**config.mk**
```make
export PLATFORM = sky130hd
export DESIGN_NAME = regfile_dump_reader_flat
export DESIGN_NICKNAME = d
export VERILOG_FILES = /design/src/rtl/regfile_dump_reader_pkg.sv /design/src/rtl/regfile_dump_reader_if.sv /design/src/rtl/regfile_dump_reader_out_reg.sv /design/src/rtl/regfile_dump_reader.sv /design/src/flat_wrapper.sv
export SDC_FILE = /design/constraint.sdc
export NUM_CORES = 1
export LEC_CHECK = 0
export ABC_AREA = 1
export CELL_PAD_IN_SITES_DETAIL_PLACEMENT = 0
export CELL_PAD_IN_SITES_GLOBAL_PLACEMENT = 1
export CORE_ASPECT_RATIO = 1.75
export CORE_MARGIN = 2
export CORE_UTILIZATION = 31
export DETAILED_ROUTE_END_ITERATION = 10
export PLACE_DENSITY_LB_ADDON = 0.1
export SLEW_MARGIN = 0
export SYNTH_ARGS = -nofsm -noshare
export SYNTH_HDL_FRONTEND = slang
export SYNTH_SLANG_ARGS = --single-unit
```
**constraint.sdc**
```tcl
create_clock -name clk -period 1.72 [get_ports clk]
set_clock_uncertainty 0.05 [all_clocks]
set_input_delay 0.258 -clock clk [delete_from_list [all_inputs] [get_ports clk]]
set_output_delay 0.258 -clock clk [all_outputs]
set_load 0.01 [all_outputs]
```
**src/rtl/regfile_dump_reader_pkg.sv**
```systemverilog
// Shared definitions for the register-file dump reader: register-file
// geometry, dump FSM state encoding and the checksum fold helper.
package regfile_pkg;

    localparam int REG_COUNT  = 32;
    localparam int REG_ADDR_W = $clog2(REG_COUNT);
    localparam int XLEN       = 32;

    typedef enum logic [1:0] {
        IDLE = 2'd0,
        READ = 2'd1,
        SEND = 2'd2,
        FIN  = 2'd3
    } dump_state_t;

    // XOR-fold one register value into a running checksum.
    function automatic logic [XLEN-1:0] xor_fold(
        input logic [XLEN-1:0] acc,
        input logic [XLEN-1:0] data
    );
        return acc ^ data;
    endfunction

endpackage

```
**src/rtl/regfile_dump_reader_if.sv**
```systemverilog
// Valid/ready stream carrying (address, data, last) beats from the dump
// reader to the debug/trace sink.
interface regfile_dump_reader_if #(
    parameter int N      = 32,
    parameter int ADDR_W = 5
);
    logic              dump_valid_o;
    logic              dump_ready_i;
    logic [ADDR_W-1:0] dump_addr_o;
    logic [N-1:0]      dump_data_o;
    logic              dump_last_o;

    modport master (
        output dump_valid_o,
        input  dump_ready_i,
        output dump_addr_o,
        output dump_data_o,
        output dump_last_o
    );

    modport slave (
        input  dump_valid_o,
        output dump_ready_i,
        input  dump_addr_o,
        input  dump_data_o,
        input  dump_last_o
    );
endinterface

```
**src/rtl/regfile_dump_reader_out_reg.sv**
```systemverilog
// Output holding register for one dump beat. A load captures a beat and
// raises valid; a clear drops valid and last but keeps addr/data so the
// bus does not toggle needlessly after a handshake.
module dump_out_reg #(
    parameter int N      = 32,
    parameter int ADDR_W = 5
) (
    input  logic              clk,
    input  logic              reset,
    input  logic              load,
    input  logic              clear,
    input  logic [ADDR_W-1:0] addr_in,
    input  logic [N-1:0]      data_in,
    input  logic              last_in,
    output logic              valid,
    output logic [ADDR_W-1:0] addr,
    output logic [N-1:0]      data,
    output logic              last
);

    // Beat register: clear has priority over load, otherwise hold.
    always_ff @(posedge clk or posedge reset) begin
        if (reset) begin
            valid <= 1'b0;
            addr  <= '0;
            data  <= '0;
            last  <= 1'b0;
        end else if (clear) begin
            valid <= 1'b0;
            last  <= 1'b0;
        end else if (load) begin
            valid <= 1'b1;
            addr  <= addr_in;
            data  <= data_in;
            last  <= last_in;
        end
    end

endmodule

```
**src/rtl/regfile_dump_reader.sv**
```systemverilog
// Register-file dump reader: on start, walks registers first..last through
// one combinational read port and streams (addr, data, last) beats over a
// valid/ready interface. One beat per two cycles with an always-ready sink.
// Optional feature macro: REGFILE_DUMP_CHECKSUM_EN adds checksum_o, the XOR
// of every handshaken data value of the current dump.
module regfile_dump_reader
    import regfile_pkg::*;
#(
    parameter int N      = XLEN,
    parameter int ADDR_W = REG_ADDR_W
) (
    input  logic              clk,
    input  logic              reset,
    input  logic              start_i,
    input  logic              abort_i,
    input  logic [ADDR_W-1:0] first_reg_i,
    input  logic [ADDR_W-1:0] last_reg_i,
    output logic [ADDR_W-1:0] read_register_o,
    input  logic [N-1:0]      read_data_i,
    regfile_dump_reader_if.master dump,
    output logic              busy_o,
    output logic              done_o
`ifdef REGFILE_DUMP_CHECKSUM_EN
    ,
    output logic [N-1:0]      checksum_o
`endif
);

    dump_state_t       state_r;
    dump_state_t       next_state_s;
    logic [ADDR_W-1:0] cnt_r;
    logic [ADDR_W-1:0] cnt_next_s;
    logic [ADDR_W-1:0] last_r;
    logic [ADDR_W-1:0] last_next_s;
    logic              busy_r;
    logic              busy_next_s;
    logic              done_r;
    logic              done_next_s;
    logic [ADDR_W-1:0] read_reg_r;
    logic [ADDR_W-1:0] read_reg_next_s;
    logic              load_s;
    logic              clear_s;
    logic              handshake_s;

    assign handshake_s     = dump.dump_valid_o & dump.dump_ready_i;
    assign busy_o          = busy_r;
    assign done_o          = done_r;
    assign read_register_o = read_reg_r;

    // Next-state, counter and output-register control for the dump FSM.
    always_comb begin
        next_state_s = state_r;
        cnt_next_s   = cnt_r;
        last_next_s  = last_r;
        busy_next_s  = busy_r;
        load_s       = 1'b0;
        clear_s      = 1'b0;
        if (abort_i && busy_r) begin
            // Abort wins over everything, including a coincident handshake.
            next_state_s = IDLE;
            busy_next_s  = 1'b0;
            clear_s      = 1'b1;
        end else begin
            case (state_r)
                IDLE: begin
                    if (start_i) begin
                        if (first_reg_i <= last_reg_i) begin
                            cnt_next_s   = first_reg_i;
                            last_next_s  = last_reg_i;
                            busy_next_s  = 1'b1;
                            next_state_s = READ;
                        end else begin
                            // Empty range: report completion without beats.
                            next_state_s = FIN;
                        end
                    end else begin
                        next_state_s = IDLE;
                    end
                end
                READ: begin
                    load_s       = 1'b1;
                    next_state_s = SEND;
                end
                SEND: begin
                    if (handshake_s) begin
                        clear_s = 1'b1;
                        if (dump.dump_last_o) begin
                            next_state_s = FIN;
                        end else begin
                            // cnt < last here, so the increment never wraps.
                            cnt_next_s   = cnt_r + ADDR_W'(1);
                            next_state_s = READ;
                        end
                    end else begin
                        next_state_s = SEND;
                    end
                end
                FIN: begin
                    busy_next_s  = 1'b0;
                    next_state_s = IDLE;
                end
                default: begin
                    busy_next_s  = 1'b0;
                    clear_s      = 1'b1;
                    next_state_s = IDLE;
                end
            endcase
        end
        done_next_s     = (next_state_s == FIN);
        read_reg_next_s = (next_state_s == READ) ? cnt_next_s : '0;
    end

    // FSM state, range counter and registered status outputs.
    always_ff @(posedge clk or posedge reset) begin
        if (reset) begin
            state_r    <= IDLE;
            cnt_r      <= '0;
            last_r     <= '0;
            busy_r     <= 1'b0;
            done_r     <= 1'b0;
            read_reg_r <= '0;
        end else begin
            state_r    <= next_state_s;
            cnt_r      <= cnt_next_s;
            last_r     <= last_next_s;
            busy_r     <= busy_next_s;
            done_r     <= done_next_s;
            read_reg_r <= read_reg_next_s;
        end
    end

    dump_out_reg #(
        .N      (N),
        .ADDR_W (ADDR_W)
    ) u_out_reg (
        .clk     (clk),
        .reset   (reset),
        .load    (load_s),
        .clear   (clear_s),
        .addr_in (cnt_r),
        .data_in (read_data_i),
        .last_in (cnt_r == last_r),
        .valid   (dump.dump_valid_o),
        .addr    (dump.dump_addr_o),
        .data    (dump.dump_data_o),
        .last    (dump.dump_last_o)
    );

`ifdef REGFILE_DUMP_CHECKSUM_EN
    logic [N-1:0] cks_r;
    logic         cks_clr_s;

    assign cks_clr_s  = (state_r == IDLE) && start_i;
    assign checksum_o = cks_r;

    // Checksum: cleared on an accepted start, folded on every handshake.
    always_ff @(posedge clk or posedge reset) begin
        if (reset) begin
            cks_r <= '0;
        end else if (cks_clr_s) begin
            cks_r <= '0;
        end else if (handshake_s) begin
            cks_r <= xor_fold(cks_r, dump.dump_data_o);
        end
    end
`endif

endmodule

```
**src/flat_wrapper.sv**
```systemverilog
// flat-port wrapper written by rule: the top's interface ports become plain ports
module regfile_dump_reader_flat import regfile_pkg::*;
#(
    parameter int N      = XLEN,
    parameter int ADDR_W = REG_ADDR_W
)
  (clk, reset, start_i, abort_i, first_reg_i, last_reg_i, read_register_o, read_data_i, busy_o, done_o, dump_dump_valid_o, dump_dump_ready_i, dump_dump_addr_o, dump_dump_data_o, dump_dump_last_o);
  regfile_dump_reader_if #(.N(N), .ADDR_W(ADDR_W)) dump_i ();
  input  logic clk;
  input  logic reset;
  input  logic start_i;
  input  logic abort_i;
  input  logic [ADDR_W-1:0] first_reg_i;
  input  logic [ADDR_W-1:0] last_reg_i;
  output logic [ADDR_W-1:0] read_register_o;
  input  logic [N-1:0] read_data_i;
  output logic busy_o;
  output logic done_o;
  output wire logic [$bits(dump_i.dump_valid_o)-1:0] dump_dump_valid_o;
  input wire logic [$bits(dump_i.dump_ready_i)-1:0] dump_dump_ready_i;
  output wire logic [$bits(dump_i.dump_addr_o)-1:0] dump_dump_addr_o;
  output wire logic [$bits(dump_i.dump_data_o)-1:0] dump_dump_data_o;
  output wire logic [$bits(dump_i.dump_last_o)-1:0] dump_dump_last_o;
  assign dump_dump_valid_o = dump_i.dump_valid_o;
  assign dump_i.dump_ready_i = dump_dump_ready_i;
  assign dump_dump_addr_o = dump_i.dump_addr_o;
  assign dump_dump_data_o = dump_i.dump_data_o;
  assign dump_dump_last_o = dump_i.dump_last_o;
  regfile_dump_reader #(.N(N), .ADDR_W(ADDR_W)) u_core (.clk(clk), .reset(reset), .start_i(start_i), .abort_i(abort_i), .first_reg_i(first_reg_i), .last_reg_i(last_reg_i), .read_register_o(read_register_o), .read_data_i(read_data_i), .dump(dump_i), .busy_o(busy_o), .done_o(done_o));
endmodule
```
---- Word level (Yosys, flattened, before mapping) ----
Index checks and enable logic that the tools add are counted.
storage, ports and cells
  flip-flop bits (word level) ............. 58
  output and inout port bits .............. 46
cells by class
  $add $sub $neg .......................... 1
  order comparisons ....................... 1
  eq/ne operators ......................... 8
  muxes and demuxes ....................... 26
  bitwise gates (word level) .............. 3
  reduce and logical (&&, ||, !) cells .... 7
operators with widths
  operator             count
  $mux 5               6
  $mux 1               12
  $mux 2               5
  $pmux 5 s2           1
  $pmux 2 s4           1
  $eq 2x2->1 const B   3
  $add 5x1->5 const B  1
  $eq 5x5->1           1
  $le 5x5->1           1
  $eq 2x1->1 const B   2
  $reduce_and 4->1     1
  $ne 3x1->1 const B   1
  $ne 3x2->1 const B   1
  $reduce_and 3->1     1
  $reduce_bool 3->1    1
  $logic_not 2->1      1
  $not 1->1            2
  $pmux 1 s2           1
  $reduce_and 2->1     1
  $reduce_bool 2->1    1
  $and 1x1->1          1
  $logic_and 1x1->1    1

---- Logic depth before layout (Yosys ltp) ----
  depth after elaboration ................. 7
  depth in mapped cells ................... 13
  gate-level depth less buffers ........... 13

---- Hierarchy ----
A second synthesis with hierarchy kept.
second synthesis, totals
  cells, all modules ...................... 334
  area, all modules ....................... 2,857.7 um2
modules (own cells, without submodules)
  module               times used  cells an instance  area each (um2)
  dump_out_reg         1           171                1,546.5
  regfile_dump_reader  1           163                1,311.3

---- Least setup slack after synthesis ----
Ideal clock, no wire load.
  kind .................................... register to register
  start ................................... register u_core.state_r[0]
  end ..................................... register u_core.u_out_reg.data[12]
  setup time .............................. 0.127 ns
  arrival time ............................ 1.573 ns
  required time ........................... 1.543 ns
  slack ................................... -0.030 ns
  stages on the path, launching flop included .. 7
  buffers on the path ..................... 1
  period minus slack after synthesis ...... 1.750 ns
  cell sequence ........................... dfrtp_1 -> inv_1 -> ha_1 -> inv_2 -> o211ai_4 -> buf_6 -> mux2_1
on the way
  cells in the longest elaborated chain, start to end .. 5
  elaborated cells on any way between the ends .. 8
  those cells by class .................... eq/ne (2); mux (4); bitwise (1); reduce/logical (1)
ends and longest elaborated chain
  element                         line                               RTL
  from (decl)                     regfile_dump_reader.sv:29          dump_state_t state_r;
  from (signal assigned)          regfile_dump_reader.sv:123         state_r <= next_state_s;
  $eq 2x2->1                      regfile_dump_reader.sv:64          case (state_r)
  $mux 1                          regfile_dump_reader.sv:64
  $mux 1                          regfile_dump_reader.sv:58          if (abort_i && busy_r) begin
  $not 1->1 (no line)             n/a
  $reduce_and 2->1 (no line) (*)  n/a
  to (signal assigned)            regfile_dump_reader_out_reg.sv:34  data <= data_in;
  to (decl)                       regfile_dump_reader_out_reg.sv:17  output logic [N-1:0] data,
Mark *: on every way between the ends. The rest lies on a longest branch, timed or not.
A chain may end at the register's enable or synchronous reset.

---- Worst setup path after layout ----
  start ................................... register u_core.state_r[0]
  end ..................................... register u_core.u_out_reg.data[29]
Same word-level chain as after synthesis.

==> results.json <==
{
  "totalWireLength_um": 6710,
  "yosys.area.top_type_share": 0.548,
  "dominantRegCellSynth": "sky130_fd_sc_hd__dfrtp_1",
  "slew-limit-headroom": 0.780,
  "timing.final.setup_violations": 0,
  "synth-async-reset-ratio": 1.00,
  "synthDominantAreaCellType": "sky130_fd_sc_hd__dfrtp_1",
  "gr-usage-all-layers": 0.155,
  "tns_ns": 0,
  "drc": 0,
  "routedWlPerCell_um": 13.7,
  "horizontal_die_dimension_um": 73.8,
  "cp_top_family": "flip-flops",
  "crit_path_top_delay_cell": "sky130_fd_sc_hd__dfrtp_1",
  "io-pin-count": 93,
  "critical_path_arrival_ns": 1.80,
  "area_growth_pct": 63.6,
  "cp_slowest_stage_delay_ns": 0.40,
  "finalWeightedCongestion": 0.796,
  "clockBufferDepth": 2,
  "fp.dieH_um": 126,
  "cap_viol_max_count": 0,
  "critical_path.startpoint_type": "flip-flop",
  "port_buffers": 92,
  "report.final.slew_viol_count": 0,
  "global_route_wire_length_before_repair_um": 10700,
  "synth.top_cells.by_area": "sky130_fd_sc_hd__dfrtp_1, sky130_fd_sc_hd__mux2_1, sky130_fd_sc_hd__nand2_1",
  "post_synth_inst_count": 247,
  "cts_root_buf": "sky130_fd_sc_hd__clkbuf_16",
  "post_drt_via_cell_ratio": 4.43,
  "synth.yosys.seq_area_share": 0.548,
  "clock_tree_from_tritoncts": "done",
  "vias": 2167,
  "initialDrtViolationCount": 88,
  "timing.critical_path.to_type": "flip-flop",
  "layout.filler_cells": 780,
  "route.antenna.remaining_nets": 0,
  "layout.nets": 426,
  "cts_post_setup_buffers_inserted": 0,
  "yosys_register_bits": 58,
  "first_pass_iters": 4,
  "syn-num-nets": 304,
  "avgSynthCellArea_um2": 10.7,
  "post_route_cells_drive_above_1_share": 0.235,
  "worst-slew-pin-transition_ns": 0.330,
  "irDropWorstVdd_v": 0.000627,
  "util_after_layout": 0.521,
  "first_global_vias": 2256,
  "synth.yosys.warnings": 0,
  "skew_pair_late_insertion_delay_ns": 0.32,
  "max_freq_mhz": 604,
  "crit_chain": "inv_2, ha_2, inv_2, o211ai_4, buf_12, mux2_1",
  "synth.top_cells.by_count": "sky130_fd_sc_hd__dfrtp_1, sky130_fd_sc_hd__nand2_1, sky130_fd_sc_hd__mux2_1, sky130_fd_sc_hd__inv_1, sky130_fd_sc_hd__nand3_1",
  "power.leakage_nw": 2.00,
  "critical_path_class": "reg2reg",
  "layout_worst_path_cycle_share": 0.963,
  "fin_worst_hold_slack_ns": 0.176,
  "hold_path_class": "in2async",
  "core_area_um2": 8310,
  "total_grt_overflow": 0,
  "netlist-cell-type-count": 25,
  "crit_fanout": 19,
  "data_required_time_of_the_critical_path_ns": 1.87,
  "result_of_the_run": "finished, final reports clean",
  "clock_tree.htree_level_count": 3,
  "dp_hpwl_um": 5160,
  "fp.dieArea_um2": 9320,
  "path_clk_slew_ns": 0.05,
  "synth_edf_count": 0,
  "finalWorstPathRequiredPeriod_ns": 1.66,
  "finalHoldViolations": 0,
  "syn-cell-area_um2": 2650,
  "antennaDiodeCount": 0,
  "placementRows": 44,
  "critical_path.n_buffers_inverters": 3,
  "grt_setup_unrepaired": "false",
  "most_numerous_cell_in_the_yosys_netlist": "sky130_fd_sc_hd__dfrtp_1",
  "most_used_cell_cp": "sky130_fd_sc_hd__inv_2",
  "clkSinkCount": 58,
  "numCtsBuffers": 9,
  "maximum_number_of_pins_on_one_net_before_global_route_repair": 50,
  "antenna_found_initial": 0,
  "initial_utilization": 0.318,
  "power_density_nw_per_um2": 1760
}
[per-layer routing]
layer / share of wire / up-vias / wire length, µm / track usage
met3: 0.051 / 14 / 341 / 0.0384
met1: 0.37 / 1021 / 2460 / 0.157
li1: - / 1067 / - / -
met2: 0.56 / 65 / 3760 / 0.278
met4: 0.023 / 0 / 151 / 0.0877
met5: 0 / - / 0 / 0
[metrics by stage]
stage	cells	instance area, µm²	worst slack, ns	power [mW]
floorplan	247	2650	0.0367	4.07
global placement	473	3890	-0.458	5.81
detailed placement	473	3890	-0.545	5.86
CTS	489	4270	0.00463	7.65
global route	489	4330	0.00381	8.19
finish	489	4330	0.0638	7.62
[sequential cells by signal, indices dropped and copies added, names as in the netlist]
register	count
u_core.u_out_reg.addr	5
u_core.read_register_o	5
u_core.state_r	2
u_core.u_out_reg.last	1
u_core.done_o	1
u_core.cnt_r	5
u_core.u_out_reg.data	32
u_core.busy_o	1
u_core.last_r	5
u_core.u_out_reg.valid	1
[power by group]
group | internal, mW | switching (mW)
Combinational | 1.95 | 1.61
Sequential | 2.01 | 0.380
Clock | 1.09 | 0.579
[area by class of cell]
class / instances / area, µm² / area share
flip-flops and latches: 58 / 1450 / 0.335
multi-input cells: 157 / 1200 / 0.277
repair buffers: 117 / 1150 / 0.265
clock buffers: 14 / 274 / 0.0633
well taps: 115 / 144 / 0.0332
inverters: 26 / 101 / 0.0234
clock inverters: 2 / 10.0 / 0.00231
[cell families after synthesis]
| logic type | count (synthesis) | share of synthesized area |
|---|---|---|
| simple gates | 85 | 0.138 |
| flops | 58 | 0.548 |
| mux | 33 | 0.140 |
| compound gates | 24 | 0.0544 |
| fa+ha+maj | 10 | 0.0473 |
| xor+xnor | 5 | 0.0166 |
| buf+inv | 32 | 0.0548 |
[path summary, 6_finish.rpt]
path	start	to	slack, ns	cells after the start
min	reset	u_core.u_out_reg.data[21]$_DFFE_PP0P_	0.18	2
min in group clk	last_reg_i[1]	u_core.last_r[1]$_DFFE_PP0P_	0.30	3
max reg2reg	u_core.state_r[0]$_DFF_PP0_	u_core.u_out_reg.data[29]$_DFFE_PP0P_	0.06	6
max	u_core.state_r[0]$_DFF_PP0_	u_core.u_out_reg.data[29]$_DFFE_PP0P_	0.06	6
min reg2reg	u_core.u_out_reg.addr[0]$_DFFE_PP0P_	u_core.u_out_reg.addr[0]$_DFFE_PP0P_	0.43	2
max in group asynchronous	reset	u_core.last_r[1]$_DFFE_PP0P_	0.92	3
[layout by cell type (no fill, tap or decap), types with 7 or more instances in the layout]
| master | instances |
|---|---|
| sky130_fd_sc_hd__buf_4 | 21 |
| sky130_fd_sc_hd__inv_1 | 17 |
| sky130_fd_sc_hd__inv_2 | 8 |
| sky130_fd_sc_hd__nand2_2 | 10 |
| sky130_fd_sc_hd__nand2_1 | 39 |
| sky130_fd_sc_hd__clkdlybuf4s50_1 | 84 |
| sky130_fd_sc_hd__nand3_1 | 16 |
| sky130_fd_sc_hd__dfrtp_1 | 58 |
| sky130_fd_sc_hd__nand3_2 | 7 |
| sky130_fd_sc_hd__o21ai_0 | 10 |
| sky130_fd_sc_hd__clkbuf_16 | 9 |
| sky130_fd_sc_hd__mux2_1 | 25 |
[what timing repair did]
action,CTS,global route
resized for setup,30,17
pin swaps,12,5
endpoints found under the setup margin,17,23
hold buffers,0,0
hold endpoints to repair,0,0
gates cloned,0,0
No activity file was read; power rests on OpenSTA's default activity.
